--- config.mk ---
export PLATFORM = sky130hd
export DESIGN_NAME = mul_share_arbiter
export DESIGN_NICKNAME = d
export VERILOG_FILES = /design/src/rtl/mul_share_arbiter.sv
export SDC_FILE = /design/constraint.sdc
export NUM_CORES = 1
export LEC_CHECK = 0
export CAP_MARGIN = 20
export CORE_MARGIN = 2
export CORE_UTILIZATION = 47
export CTS_CLUSTER_DIAMETER = 40
export DETAILED_ROUTE_END_ITERATION = 10
export GPL_TIMING_DRIVEN = 0
export PLACE_DENSITY_LB_ADDON = 0.12
export SYNTH_ARGS = -nofsm -noshare
export SYNTH_HDL_FRONTEND = slang
export SYNTH_SLANG_ARGS = --single-unit
--- constraint.sdc ---
create_clock -name clk -period 3.6 [get_ports clk]
set_input_delay 0.72 -clock clk [delete_from_list [all_inputs] [get_ports clk]]
set_output_delay 0.72 -clock clk [all_outputs]
set_load 0.02 [all_outputs]
--- src/rtl/mul_share_arbiter.sv ---
// Four-requester front end for one shared unsigned N x N multiplier.
// Round-robin grant, latched operands, registered product, tagged single response channel.
module mul_share_arbiter #(
    parameter int N = 4
) (
    input  logic           clk,
    input  logic           rst_n,
    input  logic [3:0]     req_valid,
    output logic [3:0]     req_ready,
    input  logic [4*N-1:0] req_a,
    input  logic [4*N-1:0] req_b,
    output logic           rsp_valid,
    input  logic           rsp_ready,
    output logic [1:0]     rsp_id,
    output logic [2*N-1:0] rsp_prod,
    output logic           busy,
    output logic [7:0]     op_count
);
    typedef enum logic [1:0] {IDLE, MUL, RESP} state_t;

    state_t         state;
    logic [1:0]     ptr;
    logic [N-1:0]   a_q, b_q;
    logic [1:0]     id_q;
    logic [2*N-1:0] prod_q;

    logic [1:0]     gnt, idx;
    logic           gnt_vld;
    logic [2*N-1:0] pp [N];
    logic [2*N-1:0] product;

    // Walk from the far end back to ptr so the nearest set bit at/after ptr wins.
    always_comb begin
        gnt     = '0;
        gnt_vld = 1'b0;
        idx     = '0;
        for (int k = 3; k >= 0; k--) begin
            idx = ptr + 2'(k);
            if (req_valid[idx]) begin
                gnt     = idx;
                gnt_vld = 1'b1;
            end
        end
    end

    // Ready is gated by rst_n so nothing looks accepted while reset is held.
    assign req_ready = (rst_n && state == IDLE && gnt_vld) ? (4'b0001 << gnt) : 4'b0000;

    // Shift-and-add: one partial product per multiplier bit, summed at full width.
    for (genvar k = 0; k < N; k++) begin : g_pp
        assign pp[k] = b_q[k] ? ({{N{1'b0}}, a_q} << k) : '0;
    end

    always_comb begin
        product = '0;
        for (int k = 0; k < N; k++) product = product + pp[k];
    end

    always_ff @(posedge clk or negedge rst_n) begin
        if (!rst_n) begin
            state    <= IDLE;
            ptr      <= '0;
            a_q      <= '0;
            b_q      <= '0;
            id_q     <= '0;
            prod_q   <= '0;
            op_count <= '0;
        end else begin
            case (state)
                IDLE: if (gnt_vld) begin
                    a_q   <= req_a[gnt*N +: N];
                    b_q   <= req_b[gnt*N +: N];
                    id_q  <= gnt;
                    ptr   <= gnt + 2'd1;
                    state <= MUL;
                end
                MUL: begin
                    prod_q <= product;
                    state  <= RESP;
                end
                RESP: if (rsp_ready) begin
                    op_count <= op_count + 8'd1;
                    state    <= IDLE;
                end
                default: state <= IDLE;
            endcase
        end
    end

    assign rsp_valid = (state == RESP);
    assign busy      = (state != IDLE);
    assign rsp_id    = id_q;
    assign rsp_prod  = prod_q;
endmodule

[After elaboration in Yosys (flattened, before gate mapping)]
Index checks and enable logic that the tools add are counted.
Operators by class
  $add $sub $neg: 8
  mux-type cells: 24
  eq/ne operators: 4
  bitwise logic cells: 0
  order comparisons: 4
  multipliers: 0
  reductions and logical operators: 7
  shift-type cells: 3
  div/mod/pow operators: 0
Operator list (number)
  variable part select 16 x 5 -> 4 bit: 2
  less-than comparator 2 x 3 -> 1 bit, second input constant: 4
  two-way mux 2 bit: 6
  adder 7 x 7 -> 8 bit: 1
  adder 8 x 1 -> 8 bit, second input constant: 1
  binary-select mux 1 bit (select 2 bit): 4
  two-way mux 1 bit: 8
  two-way mux 4 bit: 2
  adder 6 x 6 -> 7 bit: 1
  two-way mux 7 bit: 1
  adder 4 x 5 -> 6 bit: 1
  two-way mux 6 bit: 1
  case mux 2 bit (3 select lines): 1
  AND reduction 2 bit: 3
  two-way mux 5 bit: 1
  adder 2 x 1 -> 2 bit, second input constant: 2
  adder 2 bit, second input constant: 2
  left shift 1 x 2 -> 4 bit, first input constant: 1
  equality test 2 x 1 -> 1 bit, second input constant: 1
  equality test 2 bit, second input constant: 1
  logical AND 1 bit: 2
  logical NOT 2 bit: 1
  != test 2 x 1 -> 1 bit, second input constant: 1
  != test 2 bit, second input constant: 1
  nonzero test 2 bit: 1
Storage, ports and cells
  bits in read-only memories: 0
  output and inout port bits: 24
  word-level logic and storage cells: 57
  RAM bits: 0
  register bits after elaboration: 30
  input port bits: 39
  latch bits: 0
  memories kept: 0

[Logic depth before layout (Yosys ltp)]
Gate-level depths: netlist (run 1).
  depth after elaboration: 9
  depth in mapped cells: 12
  gate-level depth less buffers: 12

[Worst setup path after synthesis (run 1)]
No wires, ideal clock.
  path kind: register -> register
  start: register b_q[3]
  end: register prod_q[7] (netlist: rsp_prod[7])
  data arrival time: 2.645 ns
  period minus slack after synthesis: 2.727 ns
  cell stages (with the launch flop): 12
  library setup time: 0.083 ns
  buffers on the path: 0
  slack: 0.873 ns
  required time: 3.517 ns
  cell sequence: dfrtp_1 > and2_1 > fa_1 > fa_1 > ha_1 > inv_1 > fa_1 > inv_1 > a21o_1 > a21oi_1 > xor2_1 > o21ai_0
On the way
  longest elaborated chain between the ends: 2
Ends and longest elaborated chain
  start: declaration: line 23  | logic [N-1:0] a_q, b_q;
  start signal: assignment: line 72  | b_q <= req_b[gnt*N +: N];
  two-way mux 7 bit: line 51  | assign pp[k] = b_q[k] ? ({{N{1'b0}}, a_q} << k) : '0;
  adder 7 x 7 -> 8 bit: line 56  | for (int k = 0; k < N; k++) product = product + pp[k];
  end signal: assignment: line 78  | prod_q <= product;
  end: declaration: line 25  | logic [2*N-1:0] prod_q;
No other way between the ends.
A chain may end at the register's enable or synchronous reset.

[Final worst setup path (run 1)]
  start: input req_valid[2]
  end: output req_ready[2]
On the way
  longest elaborated chain between the ends: 8
  elaborated cells on any way between the ends: 19
  classes of those cells: 1 x shift; 17 x mux; 1 x reduce/logical
Ends and longest elaborated chain
  start: declaration: line 8  | input logic [3:0] req_valid,
  binary-select mux 1 bit (select 2 bit): line 39  | if (req_valid[idx]) begin
  two-way mux 1 bit (implied by the code): line 39
  two-way mux 2 bit (3 in a row): line 39
  two-way mux 2 bit (*): line 39
  via gnt[0]: line 27  | logic [1:0] gnt, idx;
  left shift 1 x 2 -> 4 bit (*): line 47  | assign req_ready = (rst_n && state == IDLE && gnt_vld) ? (4'b0001 << gnt) : 4'b0000;
  two-way mux 4 bit (*): line 47
  end: declaration: line 9  | output logic [3:0] req_ready,
The timed path passes the listed nets; every way through them passes the cells marked *. The select of a mux whose other input is x is not followed.

==> results.py, run 1 <==
metrics = {
    "detailed_routing": {
        "drcViolationCount": 0,
        "drt_pass1_iterations": 4,
        "ant_nets": 0,
        "via_per_inst": 5.12,
        "vias": 1634,
        "routed_wl_um": 3990,
        "drtIter0Drc": 80,
        "wl_per_cell_um": 12.5,
    },
    "clock_network": {
        "worstSkewPairLatency_ps": 270,
        "cts_buffers": 5,
        "clkSlewWorstSetupHoldPaths_ps": 50,
        "postCtsSetupRepairBufs": 0,
        "root_buffer": "clkbuf_8",
        "cts_buffer_depth": 2,
        "htree_levels": 2,
        "cts.sinks": 30,
        "holdBufCountCts": 0,
        "cts_tree": "done",
    },
    "synthesis": {
        "synthCells": 201,
        "synth_seq_cells": 30,
        "synth_xor_area_share_pct": 4.32,
        "synthDistinctLibCells": 38,
        "syn_nets": 260,
        "synth-warning-count": 0,
        "synth_simple_gate_area_share_pct": 18.0,
        "async_reset_ff_share_pct": 100,
        "synth-compound-area-share_pct": 16.2,
        "synth_top_family_by_area": "simple AND/OR/NAND/NOR gates",
        "synthAdderAreaFrac_pct": 14.2,
        "avgSynthCellArea_um2": 10.1,
        "synth.mux.area_fraction_pct": 6.24,
        "synth_flop_cell": "dfrtp_1",
        "netlist_area_um2": 2030,
        "yosysSeqAreaShare_pct": 37.1,
        "synth-edff-count": 0,
    },
    "layout": {
        "num_antenna_cells": 0,
        "stdcell_count": 319,
        "final_common_cell": "clkdlybuf4s50_1",
        "area_growth_pct": 37.4,
        "drive_above_1_share_pct": 9.29,
        "nets": 329,
        "final_cell_mix": "clkdlybuf4s50_1, dfrtp_1, nand2_1",
        "design_area_um2": 2780,
    },
    "timing": {
        "finalHoldViolCount": 0,
        "skew_ps": 3.22,
        "fin_crit_ps": 3480,
        "fmax_mhz": 287,
        "final.period_utilization_pct": 96.7,
        "maxSlewViolCount": 0,
        "whs_ps": 473,
        "tightest_slew_ps": 687,
        "slew_headroom_pct": 54.2,
        "setup_viol": 0,
        "rsz0062_at_grt": "no",
    },
    "floorplanning": {
        "fp.dieW_um": 69.7,
        "die_y_um": 69.7,
        "io_pins": 63,
        "rows": 23,
        "start_util_pct": 49.6,
        "core-area_um2": 4090,
        "die_area_um2": 4850,
    },
    "placement": {
        "placed_cell_area_um2": 2700,
        "dpl.cell_count": 313,
        "io_buffers": 62,
        "dp_hpwl_um": 3260,
        "gp_congestion": 0.713,
    },
    "pwr": {
        "ir_worst_vdd_v": 0.000285,
        "power.density_nw_per_um2": 708,
        "leakage_nw": 1.31,
    },
    "critical_path": {
        "crit_type": "primary input to output pin",
        "required_ps": 2880,
        "reg2regPathDepth": 11,
        "arrival_ps": 2760,
        "start_kind": "primary input",
        "cp-end-kind": "output pin",
        "critPathMaxFanout": 11,
    },
    "grt": {
        "antenna_found_initial": 0,
        "grt_pass1_wl_um": 7260,
        "grtUsageMet2_pct": 32.4,
        "grt_pass1_vias": 1704,
        "grt.total_usage_pct": 18.4,
        "overflow": 0,
        "gr-usage-met3_pct": 4.51,
        "grt_max_degree": 35,
        "use_met1_pct": 21.9,
        "top_usage_layer": "met2",
    },
    "job": {
        "cap_violations": 0,
    },
    "min_path": {
        "hold_depth": 2,
        "hold_class": "flop to flop",
    },
    "status": {
        "run_status": "complete, no violations",
    },
}
==> state kept, by name (all words and copies together), names as in the netlist <==
| signal | cells |
|---|---|
| ptr | 2 |
| rsp_prod | 8 |
| a_q | 4 |
| op_count | 8 |
| rsp_id | 2 |
| b_q | 4 |
| state | 2 |
==> layer usage <==
metal	routed length, µm	share of wire (%)	up-vias
li1	-	-	842
met1	1780	45	737
met2	1920	48	50
met3	224	5.6	5
met4	66	1.7	0
met5	0	0	-
==> worst paths after layout <==
| check | slack [ps] | start | to |
|---|---|---|---|
| max | 120 | req_valid[2] | req_ready[2] |
| min | 470 | rsp_prod[0]$_DFFE_PN0N_ | rsp_prod[0]$_DFFE_PN0N_ |
| max reg2reg | 690 | b_q[3]$_DFFE_PN0P_ | rsp_prod[7]$_DFFE_PN0N_ |
| min reg2reg | 470 | rsp_prod[0]$_DFFE_PN0N_ | rsp_prod[0]$_DFFE_PN0N_ |
| max in group asynchronous | 2670 | rst_n | b_q[3]$_DFFE_PN0P_ |
| min in group asynchronous | 490 | rst_n | rsp_prod[6]$_DFFE_PN0N_ |
==> worst max-delay path: stages <==
cell and delay (ps):
clkdlybuf4s50_1 450, and3b_1 230, a31o_4 250, nor2_4 120, buf_4 220, inv_1 100, ha_1 200, and3_1 160
dlygate4sd2_1 310
==> cells in the mapped netlist, types with 2 or more instances <==
cell	n	area share (%)
nor2_1	5	0.93
a211o_1	7	3.0
nand2b_1	5	1.5
and2_1	13	4.0
o21ai_0	15	3.7
and3_1	5	1.5
clkbuf_1	2	0.37
nand4_1	2	0.62
dfrtp_1	30	37
a21oi_1	3	0.74
mux2_2	4	2.2
fa_1	5	4.9
a21o_1	4	1.5
ha_1	15	9.3
xnor2_1	5	2.2
nand2_1	22	4.1
o211ai_1	7	2.6
nand3_1	10	2.5
buf_4	4	1.5
inv_1	10	1.9
mux2i_1	7	3.5
xor2_1	5	2.2
==> layout make-up <==
cell class                      count  area (µm²)
Inverter                           11        43.8
Tap cell                           50        62.6
Timing Repair Buffer               62         608
Multi-Input combinational cell    154        1200
Clock buffer                        6        82.6
Sequential cell                    30         751
Buffer                              6        37.5
Fill cell                         349        1300
==> logic make-up after synthesis <==
logic type | after synthesis
adders and majority gates | 20
muxes | 12
buffers and inverters | 17
DFF | 30
xor gates and xnor gates | 10
and+or+nand+nor | 69
AOI/OAI and AO/OA | 43
==> report_power, final <==
group          internal, W  leakage (nW)  total (W)  switching (W)
Sequential        0.000476         0.382   0.000597       0.000122
Clock             0.000147        0.0431   0.000257       0.000110
Combinational     0.000532         0.881    0.00112       0.000583
==> through the flow <==
step	util (%)	power, W	TNS (ps)	setup WS, ps
2_1_floorplan	-	0.00135	0	873
3_3_place_gp	66.3	0.00171	-1100	-281
3_5_place_dp	66.2	0.00173	-643	-204
4_1_cts	68.1	0.00200	0	105
5_1_grt	68.1	0.00216	0	24.3
6_report	68.1	0.00197	0	120
==> repair_timing <==
item,CTS,global route
hold endpoints to repair,0,0
setup endpoints to repair,4,0
resized for setup,7,0
Note: power is estimated with default switching activity, not from simulation.
==> run 2: changes to the inputs <==
--- a/config.mk
+++ b/config.mk
@@ -11,7 +11,9 @@
 export CTS_CLUSTER_DIAMETER = 40
 export DETAILED_ROUTE_END_ITERATION = 10
 export GPL_TIMING_DRIVEN = 0
+export HOLD_SLACK_MARGIN = 0.15
 export PLACE_DENSITY_LB_ADDON = 0.12
 export SYNTH_ARGS = -nofsm -noshare
 export SYNTH_HDL_FRONTEND = slang
 export SYNTH_SLANG_ARGS = --single-unit
+export TNS_END_PERCENT = 30
==> results of run 2 <==
No change in the layout: final DEF, timing and power equal those of run 1.
==> run 3: changes to the inputs <==
--- a/config.mk
+++ b/config.mk
@@ -6,13 +6,16 @@
 export NUM_CORES = 1
 export LEC_CHECK = 0
 export CAP_MARGIN = 20
+export CELL_PAD_IN_SITES_DETAIL_PLACEMENT = 0
+export CELL_PAD_IN_SITES_GLOBAL_PLACEMENT = 1
 export CORE_MARGIN = 2
-export CORE_UTILIZATION = 47
+export CORE_UTILIZATION = 35
 export CTS_CLUSTER_DIAMETER = 40
 export DETAILED_ROUTE_END_ITERATION = 10
 export GPL_TIMING_DRIVEN = 0
 export HOLD_SLACK_MARGIN = 0.15
-export PLACE_DENSITY_LB_ADDON = 0.12
+export PLACE_DENSITY = 0.79
+export SLEW_MARGIN = 20
 export SYNTH_ARGS = -nofsm -noshare
 export SYNTH_HDL_FRONTEND = slang
 export SYNTH_SLANG_ARGS = --single-unit
==> run 3 against run 2 <==
  * Worst setup slack better by 48 ps
  * Combinational power hardly changed
  * Global-route usage is 3.2 points lower
  * Routed wire length is 6.2% higher
  * Via count is 0.24% higher
  * Clock power is 10% higher
  * Sequential power hardly changed
  * Design area is 2.5% higher
  * Sequential share of layout area is 0.66 points lower
  * First-iteration DRC count is 71% lower
  * Clock-buffer cell count stayed put
  * Highest routed layer unchanged
==> results.py, run 3 (synthesized netlist as in run 1, its figures left out) <==
metrics = {
    "status": {
        "run_status": "complete, no violations",
    },
    "detailed_routing": {
        "drcViolationCount": 0,
        "wl_per_cell_um": 12.3,
        "routed_wl_um": 4240,
        "vias": 1638,
        "via_per_inst": 4.76,
        "ant_nets": 0,
        "drt_pass1_iterations": 4,
        "drtIter0Drc": 23,
    },
    "clock_network": {
        "worstSkewPairLatency_ps": 280,
        "cts_buffer_depth": 2,
        "holdBufCountCts": 0,
        "root_buffer": "clkbuf_8",
        "htree_levels": 2,
        "cts_tree": "done",
        "cts_buffers": 5,
        "clkSlewWorstSetupHoldPaths_ps": 60,
        "cts.sinks": 30,
    },
    "placement": {
        "gp_congestion": 0.770,
        "dp_hpwl_um": 3480,
        "dpl.cell_count": 336,
        "io_buffers": 62,
        "placed_cell_area_um2": 2760,
    },
    "floorplanning": {
        "core-area_um2": 5540,
        "start_util_pct": 36.6,
        "fp.dieW_um": 80.1,
        "die_area_um2": 6410,
        "io_pins": 63,
        "rows": 27,
        "die_y_um": 80.1,
    },
    "layout": {
        "nets": 330,
        "design_area_um2": 2850,
        "area_growth_pct": 40.9,
        "final_cell_mix": "clkdlybuf4s50_1, dfrtp_1, nand2_1",
        "stdcell_count": 344,
        "num_antenna_cells": 0,
        "fillers": 535,
        "final_common_cell": "clkdlybuf4s50_1",
        "drive_above_1_share_pct": 9.93,
    },
    "timing": {
        "rsz0062_at_grt": "no",
        "skew_ps": 5.64,
        "fmax_mhz": 291,
        "slew_headroom_pct": 69.9,
        "tightest_slew_ps": 450,
        "fin_crit_ps": 3430,
        "setup_viol": 0,
        "finalHoldViolCount": 0,
        "final.period_utilization_pct": 95.3,
        "maxSlewViolCount": 0,
    },
    "pwr": {
        "p_total_w": 0.00201,
        "power.switching_w": 0.000843,
        "switching_share_pct": 42.0,
        "leakage_nw": 1.34,
        "ir_worst_vdd_v": 0.000231,
        "power.density_nw_per_um2": 704,
        "power_frac_comb_pct": 56.1,
        "clockPowerShare_pct": 14.1,
        "power.internal_w": 0.00116,
        "pwr-share-seq_pct": 29.7,
    },
    "critical_path": {
        "start_kind": "primary input",
        "reg2regPathDepth": 11,
        "critPathMaxStageDelay_ps": 460,
        "crit_type": "primary input to output pin",
        "r2r_slack_ps": 730,
        "cp-end-kind": "output pin",
        "arrival_ps": 2710,
        "slowest_stage": "clkdlybuf4s50_1",
        "r2r-end": "rsp_prod[7]$_DFFE_PN0N_",
        "crit_path_cell_trace": "clkdlybuf4s50_1 -> and3b_1 -> a31o_4 -> nor2_4 -> buf_6 -> inv_1 -> ha_1 -> and3_1 -> dlygate4sd2_1",
        "worstReg2RegStart": "b_q[3]$_DFFE_PN0P_",
        "critPathMaxFanout": 11,
        "required_ps": 2880,
    },
    "grt": {
        "antenna_found_initial": 0,
        "grt_pass1_wl_um": 7710,
        "overflow": 0,
        "use_met1_pct": 20.6,
        "grt.total_usage_pct": 15.3,
        "grt_pass1_vias": 1692,
        "grtUsageMet2_pct": 24.0,
        "gr-usage-met3_pct": 4.49,
        "grt_max_degree": 26,
        "top_usage_layer": "met2",
    },
    "job": {
        "cap_violations": 0,
    },
    "min_path": {
        "hold_class": "primary input to async pin",
    },
}
-- run 3: cell count changes in the layout (fill, tap and decap cells not counted) --
cell / before / now
nor3b_2: 1 / 0
dlymetal6s2s_1: 0 / 1
buf_6: 0 / 1
dlygate4sd2_1: 6 / 5
clkinvlp_4: 0 / 1
buf_16: 0 / 1
buf_4: 4 / 3
nor3b_1: 0 / 1
clkinv_2: 0 / 1
-- run 3: what timing repair did --
action | 4_1_cts | 5_1_grt
endpoints found under the setup margin | 4 | 1
endpoints found under the hold margin | 0 | 0
buffers inserted | 0 | 0
gates resized for setup | 6 | 1
-- run 3: area by class of cell --
class | count | area, µm² | share of cell area, %
tap | 72 | 90.1 | 3.16
inverter | 11 | 43.8 | 1.53
buffer | 6 | 41.3 | 1.45
clock buffer | 6 | 82.6 | 2.89
multi-input combinational | 154 | 1190 | 41.8
sequential | 30 | 751 | 26.3
clock inverter | 2 | 12.5 | 0.438
timing repair buffer | 63 | 639 | 22.4
-- run 3: how the worst max path moves through the flow --
stage                             startpoint                 endpoint
after floorplan           b_q[3]$_DFFE_PN0P_  rsp_prod[7]$_DFFE_PN0N_
after global placement                 rst_n             req_ready[2]
after detailed placement        req_valid[3]             req_ready[2]
after CTS                       req_valid[2]             req_ready[3]
after global routing            req_valid[2]             req_ready[2]
final                           req_valid[2]             req_ready[2]
-- run 3: power groups by stage --
stage	clock (W)	sequential (W)	combinational, W
3_5_place_dp	0	0.000606	0.00114
6_report	0.000283	0.000597	0.00113
3_3_place_gp	0	0.000605	0.00112
4_1_cts	0.000292	0.000600	0.00115
5_1_grt	0.000309	0.000621	0.00129
2_1_floorplan	0	0.000656	0.000692
-- run 3: metrics by stage --
step | util, % | setup TNS [ps] | worst slack (ps) | hold slack [ps]
global placement | 49.4 | -1240 | -314 | 460
global route | 51.5 | 0 | 28.2 | 327
floorplan | - | 0 | 873 | 424
CTS | 51.5 | 0 | 12.5 | 320
finish | 51.5 | 0 | 168 | 314
detailed placement | 49.8 | -670 | -212 | 467
-- run 3: layer usage --
| metal | part of all wire [%] | wire [µm] |
|---|---|---|
| met5 | 0 | 0 |
| met4 | 1.5 | 63 |
| met3 | 6.7 | 282 |
| met2 | 44 | 1890 |
| met1 | 47 | 2010 |
-- run 3: worst max-delay path, delay by kind of cell --
family / cells / cell delay [ps]
AO/OA/AOI/OAI: 1 / 250
adder cells (fa/ha/maj): 1 / 190
buffers and inverters: 4 / 1040
AND/OR/NAND/NOR: 3 / 500
